### src/rtl/digest_unpacker_pkg.sv
// Shared Keccak width constants so the padder, f_permutation and the digest
// unpacker all agree on state, capacity and word sizes.
package digest_unpacker_pkg;

    localparam int KeccakF  = 1600;
    localparam int KeccakC  = 1024;
    localparam int KeccakIW = 64;
    localparam int KeccakC2 = KeccakC / 2;
    localparam int NChunk   = KeccakC2 / KeccakIW;

    typedef enum logic {
        IDLE = 1'b0,
        SEND = 1'b1
    } unpackState_e;

    // A digest must split into whole output words and fit inside the state.
    function automatic bit widthsConsistent(input int f, input int c, input int iw);
        return (iw > 0) && (c < f) && (((c / 2) % iw) == 0);
    endfunction

    localparam bit DefaultWidthsOk = widthsConsistent(KeccakF, KeccakC, KeccakIW);

endpackage

### src/rtl/digest_unpacker.sv
// Takes one c/2-bit digest in a single parallel transfer and streams it out
// as IW-bit words, most-significant chunk first, under a valid/ack handshake.
module digest_unpacker
    import digest_unpacker_pkg::*;
#(
    parameter int f  = KeccakF,
    parameter int c  = KeccakC,
    parameter int IW = KeccakIW
) (
    input  logic          clk,
    input  logic          reset,
    input  logic [c/2-1:0] in,
    input  logic          in_ready,
    output logic          in_ack,
    output logic [IW-1:0] out,
    output logic          out_valid,
    output logic          out_last,
    input  logic          out_ack,
    output logic          busy
);

    localparam int c2      = c / 2;
    localparam int NWords  = c2 / IW;
    localparam int CntW    = (NWords > 1) ? $clog2(NWords) : 1;
    localparam logic [CntW-1:0] LastCnt = CntW'(NWords - 1);

    if (!widthsConsistent(f, c, IW)) begin : g_badWidths
        $error("digest_unpacker: c/2 must be a multiple of IW and c < f");
    end

    unpackState_e    state_q, state_d;
    logic [c2-1:0]   buf_q, buf_d;
    logic [CntW-1:0] cnt_q, cnt_d;
    logic            take;

    assign out_valid = (state_q == SEND);
    assign busy      = out_valid;
    assign out       = buf_q[c2-1 -: IW];
    assign out_last  = out_valid && (cnt_q == LastCnt);
    assign take      = out_valid && out_ack;

    // A new digest is accepted when empty, or on the take of the final word so
    // that back-to-back digests stream with no bubble; reset blocks capture.
    assign in_ack = in_ready && !reset && ((state_q == IDLE) || (take && out_last));

    always_comb begin
        state_d = state_q;
        buf_d   = buf_q;
        cnt_d   = cnt_q;
        if (in_ack) begin
            buf_d   = in;
            cnt_d   = '0;
            state_d = SEND;
        end else if (take) begin
            if (out_last) begin
                state_d = IDLE;
                cnt_d   = '0;
            end else begin
                buf_d = buf_q << IW;
                cnt_d = cnt_q + CntW'(1);
            end
        end
    end

    always_ff @(posedge clk) begin
        if (reset) begin
            state_q <= IDLE;
            buf_q   <= '0;
            cnt_q   <= '0;
        end else begin
            state_q <= state_d;
            buf_q   <= buf_d;
            cnt_q   <= cnt_d;
        end
    end

endmodule

### config.mk
export PLATFORM = sky130hd
export DESIGN_NAME = digest_unpacker
export DESIGN_NICKNAME = d
export VERILOG_FILES = /design/src/rtl/digest_unpacker_pkg.sv /design/src/rtl/digest_unpacker.sv
export SDC_FILE = /design/constraint.sdc
export NUM_CORES = 1
export LEC_CHECK = 0
export ABC_AREA = 1
export ABC_CLOCK_PERIOD_IN_PS = 1800
export CORE_MARGIN = 3
export CORE_UTILIZATION = 28
export DETAILED_ROUTE_END_ITERATION = 10
export SYNTH_ARGS = -nofsm -noshare
export SYNTH_HDL_FRONTEND = slang
export SYNTH_SLANG_ARGS = --single-unit
### constraint.sdc
create_clock -name clk -period 1.8 [get_ports clk]
set_input_delay 0.27 -clock clk [delete_from_list [all_inputs] [get_ports clk]]
set_output_delay 0.27 -clock clk [all_outputs]
set_load 0.03 [all_outputs]
==> results.json, run 1 <==
{
  "finalSetupViolCount": 572,
  "track_usage": 0.2047,
  "dp_hpwl_mm": 74.47,
  "dp_cells": 5906,
  "seq_area_frac_synth": 0.3838,
  "antenna_found_initial": 30,
  "initial_core_util": 0.2828,
  "synth_xor_xnor_area_share": 0,
  "syn2layout_area_growth_pct": 47.20,
  "drc": 0,
  "stdcell_count": 6147,
  "cp.arrival_ns": 1.86,
  "cellLeakagePower_nw": 18.66,
  "crit_path_start_kind": "flop",
  "grt_pass1_wl_mm": 157.0,
  "crit_fanout": 3,
  "fp-row-count": 113,
  "cts_max_level": 2,
  "status": "finished with violations",
  "num_vias": 27845,
  "synth_top_area_cell": "dfxtp_1",
  "floorplan.io_pins": 584,
  "first_pass_iters": 5,
  "cts_made_buffers": 61,
  "finalPower_mw": 34.98,
  "hold_class": "in2reg",
  "yosysTopAreaCellShare": 0.3838,
  "cts_root_buf": "clkbuf_16",
  "slowest_delay_ns": 0.34,
  "syn_area_per_cell_um2": 6.322,
  "synth_top_family_by_area": "simple AND/OR/NAND/NOR gates",
  "wl_mm": 109.9,
  "worstPathBufferInverterCount": 3,
  "synth_compound_area_frac": 0.09605,
  "place.gp.congestion": 0.8486,
  "wl_per_cell_um": 17.87,
  "clkSinkCount": 516,
  "fin_crit_ns": 2.129,
  "drtAntennaViolNets": 0,
  "clkSlewWorstSetupHoldPaths_ns": 0.06,
  "drv_slew": 0,
  "failed_checks": "setup timing",
  "clock_path_buffers": 3,
  "die_area_um2": 99880,
  "grt_pass1_vias": 25894,
  "required_ns": 1.53,
  "fin_crit_sh": 1.183,
  "synthAdderAreaFrac": 0.0009298,
  "powerDensity_nw_per_um2": 882.8,
  "globalRouteMet1Util": 0.2759,
  "yosys.cell_types.count": 19,
  "syn_inst": 4257,
  "grt_use_met3": 0.05268,
  "synthSimpleGateAreaFrac": 0.3128,
  "relSlewSlack": 0.6340,
  "grt_setup_unrepaired": "yes",
  "overflow": 0,
  "synthMuxAreaShare": 0,
  "portBuffers": 583,
  "nNetsFinal": 5332,
  "busiest_layer": "met2",
  "worst_slack_ns": -0.3292,
  "die_x_um": 316.0,
  "cp_slowest_cell": "dfxtp_2",
  "core_um2": 95150,
  "peakVddDrop_uv": 572.3,
  "insertion_delay_ns": 0.64,
  "yosysWarnings": 0,
  "max_freq_mhz": 469.7,
  "cts_tree": "done",
  "die_h_um": 316.0,
  "cp_top_family": "flip-flops",
  "drive_gt1_frac": 0.1071,
  "use_met2": 0.3240,
  "report.final.hold_viol_count": 0,
  "synth_area_um2": 26910,
  "ys_top_cells_by_area": "dfxtp_1 38%, nand3_1 17%, nand2_1 14%, inv_1 13%, a21oi_1 9.6%",
  "ys_seq_elements": 516,
  "grt_max_degree": 90,
  "maxCapViolCount": 0,
  "drtIter0Drc": 2266,
  "fin_util": 0.4164,
  "crit_chain": "ha_4, ha_4, nand2_4, nand2_8, nand2_8, inv_8, buf_12, buf_8",
  "skew_ns": 0.01698,
  "crit_type": "reg2out",
  "synth_nets": 4775,
  "worstSetupEndpointType": "output pin",
  "worstMarginPinSlew_ns": 0.5491,
  "viasPerCell": 4.530
}
[sequential cells by signal (all words and copies together), names as in the netlist]
register  cells
busy          1
cnt_q         3
buf_q       512
[cells in the final DEF, fill, tap and decap left out, types with 7 or more instances in the layout]
cell / n
a21oi_2: 23
bufinv_16: 8
buf_4: 109
dfxtp_1: 514
clkbuf_16: 82
diode_2: 19
nand3_1: 815
buf_8: 13
a21oi_1: 491
inv_1: 899
buf_6: 34
buf_16: 36
clkdlybuf4s50_1: 570
nand3_2: 74
nand3_4: 9
clkbuf_1: 13
dlygate4sd2_1: 7
buf_12: 74
nand2_1: 1026
clkbuf_8: 12
clkinv_2: 11
[cell usage after synthesis]
master	instances
a21oi_1	514
a22oi_1	1
buf_1	8
buf_2	127
buf_4	104
buf_6	24
clkbuf_1	119
dfxtp_1	516
ha_1	2
inv_1	900
inv_2	2
inv_4	1
nand2_1	1033
nand2_2	2
nand2_4	1
nand3_1	898
nor2_1	3
nor2_4	1
o21ai_0	1
[stage by stage]
stage	setup WS (ns)	cell area, um2	hold WS [ns]	setup TNS [ns]
floorplan	0.1599	26910	0.4173	0
global placement	-0.3141	34330	0.4491	-98.65
detailed placement	-0.3246	34330	0.4535	-108.55
CTS	-0.3789	38460	0.1245	-113.15
global route	-0.3815	39590	0.1571	-124.21
finish	-0.3292	39620	0.1884	-80.47
[worst paths after layout]
path	slack [ns]	from	to	cells past startpoint
setup / recovery	-0.33	cnt_q[0]$_SDFFE_PP0P_	in_ack	8
hold / removal	0.19	in[45]	buf_q[45]$_SDFFE_PP0P_	3
setup reg to reg	-0.29	cnt_q[0]$_SDFFE_PP0P_	buf_q[153]$_SDFFE_PP0P_	13
hold reg to reg	0.46	buf_q[45]$_SDFFE_PP0P_	buf_q[45]$_SDFFE_PP0P_	2
[metal layers]
metal | vias up | wire length [um]
li1 | 14218 | -
met1 | 12498 | 48370
met2 | 931 | 49940
met3 | 170 | 8818
met4 | 28 | 2539
met5 | - | 185
[area by class of cell]
type,instances,area [um2]
Antenna cell,19,47.55
Clock buffer,86,1740
Clock inverter,26,369.1
Fill cell,9841,55540
Inverter,903,3413
Multi-Input combinational cell,2456,11690
Sequential cell,516,10330
Tap cell,1265,1583
Timing Repair Buffer,874,10400
Timing Repair inverter,2,46.29
[power by group]
part,internal [mW],switching (mW),leakage [nW]
clock,7.88,5.35,1.04
combinational,4.14,4.47,13.4
sequential,12.5,0.664,4.26
total,24.5,10.5,18.7
[tightest hold or removal path, stage by stage]
cell and delay, ns:
clkdlybuf4s50_1 0.39, nand2_1 0.06, a21oi_1 0.05
[logic make-up after synthesis]
kind of cell / after synthesis
AND/OR/NAND/NOR: 1938
buffers and inverters: 1285
AO/OA/AOI/OAI: 516
flip-flops: 516
adder cells (fa/ha/maj): 2
[repair_timing]
item,CTS,global route
pin swaps,3,39
hold endpoints to repair,3,0
cloned,35,27
setup endpoints to repair,580,573
gates resized for setup,164,111
buffers inserted,38,18
hold buffers,1,0
Power figures use the tool's default switching activity.
==> run 2: changes to the inputs <==
--- a/config.mk
+++ b/config.mk
@@ -7,7 +7,7 @@
 export LEC_CHECK = 0
 export ABC_AREA = 1
 export ABC_CLOCK_PERIOD_IN_PS = 1800
-export CORE_MARGIN = 3
+export CORE_MARGIN = 8
 export CORE_UTILIZATION = 28
 export DETAILED_ROUTE_END_ITERATION = 10
 export SYNTH_ARGS = -nofsm -noshare
==> results.json, run 2 (synthesis results as in run 1) <==
{
  "status": "finished with violations",
  "failed_checks": "setup timing",
  "report.final.hold_viol_count": 0,
  "clkSlewWorstSetupHoldPaths_ns": 0.06,
  "antenna_found_initial": 36,
  "maxCapViolCount": 0,
  "crit_path_start_kind": "flop",
  "die_x_um": 326.0,
  "clkSinkCount": 516,
  "worstPathBufferInverterCount": 8,
  "fp-row-count": 113,
  "wl_per_cell_um": 18.11,
  "num_vias": 27688,
  "drtIter0Drc": 2204,
  "cellLeakagePower_nw": 18.50,
  "viasPerCell": 4.529,
  "clock_path_buffers": 3,
  "regMostFlops": "buf_q",
  "switching_power_mw": 10.44,
  "cts_root_buf": "clkbuf_16",
  "max_freq_mhz": 481.7,
  "drtAntennaViolNets": 0,
  "grt_setup_unrepaired": "yes",
  "crit_type": "reg2reg",
  "swShare": 0.3014,
  "overflow": 0,
  "largest_register_ffs": 512,
  "fin_util": 0.4150,
  "p_clk_frac": 0.376,
  "cp_top_family": "buffers and inverters",
  "cts_tree": "done",
  "portBuffers": 583,
  "hold_class": "in2reg",
  "core_um2": 95150,
  "cp_common_cell": "buf_12",
  "p_int_mw": 24.19,
  "insertion_delay_ns": 0.61,
  "grt_max_degree": 130,
  "fillers": 9860,
  "worst_slack_ns": -0.2760,
  "floorplan.io_pins": 584,
  "final-seq-area_um2": 10330,
  "crit_fanout": 8,
  "post-place-ws_ns": -0.2939,
  "skew_ns": 0.01983,
  "finalSetupViolCount": 561,
  "initial_core_util": 0.2828,
  "die_h_um": 326.0,
  "crit_chain": "ha_4, ha_4, buf_4, inv_2, nand2_4, nand2_4, nand2_8, buf_12, inv_16, buf_12, buf_12, buf_12, nand3_1, nand2_1, inv_1",
  "first_pass_iters": 7,
  "layout_common_cells": "1,018 x nand2_1, 899 x inv_1, 778 x nand3_1, 570 x clkdlybuf4s50_1, 514 x dfxtp_1",
  "slowest_delay_ns": 0.33,
  "drive_gt1_frac": 0.1141,
  "nNetsFinal": 5306,
  "seqPwrFrac": 0.380,
  "place_area_um2": 34280,
  "wl_mm": 110.7,
  "grt_pass1_wl_mm": 162.4,
  "cts_made_buffers": 66,
  "relSlewSlack": 0.4826,
  "worstMarginPinSlew_ns": 0.7762,
  "combPwrFrac": 0.245,
  "dp_hpwl_mm": 77.35,
  "peakVddDrop_uv": 570.8,
  "place.gp.congestion": 0.8711,
  "design_area_um2": 39490,
  "grt_pass1_vias": 26272,
  "track_usage": 0.1948,
  "cp_slowest_cell": "dfxtp_2",
  "drc": 0,
  "stdcell_count": 6113,
  "multi_input_area_um2": 12090,
  "dp_cells": 5907,
  "worstSetupEndpointType": "flop",
  "fin_crit_sh": 1.153,
  "powerDensity_nw_per_um2": 876.9,
  "syn2layout_area_growth_pct": 46.73,
  "required_ns": 2.30,
  "cts_max_level": 3,
  "fin_crit_ns": 2.076,
  "final_common_cell": "nand2_1",
  "cp.arrival_ns": 2.58,
  "die_area_um2": 106300,
  "drv_slew": 0
}
[run 2: cell types whose count changed in the layout (fill, tap and decap cells not counted), moves of 6 or more]
cell / delta
nand3_4: +6
buf_16: -7
nand3_1: -37
nand2_2: +7
a21oi_2: +16
nand3_2: +31
buf_6: -14
a21oi_1: -24
a21oi_4: +8
nand2_1: -8
buf_4: -7
[run 2: worst min-delay path, cell delays in order]
cell and delay (ns):
buf_8 0.09, buf_4 0.26, a21oi_1 0.07
[run 2: final timing paths]
| check | from | cells past startpoint | slack, ns | endpoint |
|---|---|---|---|---|
| min reg2reg | buf_q[18]$_SDFFE_PP0P_ | 2 | 0.46 | buf_q[18]$_SDFFE_PP0P_ |
| max reg2reg | cnt_q[0]$_SDFFE_PP0P_ | 15 | -0.28 | buf_q[218]$_SDFFE_PP0P_ |
| max | cnt_q[0]$_SDFFE_PP0P_ | 15 | -0.28 | buf_q[218]$_SDFFE_PP0P_ |
| min | reset | 3 | 0.16 | busy$_SDFFE_PP0P_ |
[run 2: area by class of cell]
type / count / area share
multi-input combinational: 2456 / 0.3062
sequential: 516 / 0.2617
timing repair buffer: 843 / 0.2508
inverter: 903 / 0.08644
clock buffer: 91 / 0.04731
tap: 1265 / 0.04008
clock inverter: 17 / 0.005133
antenna: 20 / 0.001267
timing repair inverter: 2 / 0.001172
[run 2: timing repair]
item                                   4_1_cts  5_1_grt
endpoints found under the hold margin        3        0
pin swaps                                    2       64
gates cloned                                24       21
setup buffers                               22       10
setup endpoints to repair                  578      572
gates resized for setup                    126      234
hold buffers                                 1        0
[run 2: power groups by stage]
stage	clock [mW]	sequential, mW	combinational, mW
3_5_place_dp	0	13.4	7.02
4_1_cts	13.4	13.2	7.81
2_1_floorplan	0	13.1	4.27
3_3_place_gp	0	13.4	6.98
5_1_grt	13.8	13.3	9.31
6_report	13.0	13.2	8.47
[run 2: routing by layer]
layer	wire length, um	global-route usage	vias up	share of wire
met2	50430	0.3151	920	0.46
li1	-	-	14169	-
met4	2353	0.04391	34	0.021
met5	241	0	-	0.0022
met1	49240	0.2586	12401	0.44
met3	8443	0.05131	164	0.076
[run 2: per-stage QoR]
step | power, mW | setup TNS, ns | hold slack [ns]
final | 34.63 | -91.54 | 0.1623
after global routing | 36.39 | -141.73 | 0.1488
after CTS | 34.34 | -121.54 | 0.1169
after detailed placement | 20.43 | -101.79 | 0.4525
after global placement | 20.36 | -96.10 | 0.4488
after floorplan | 17.36 | 0 | 0.4173
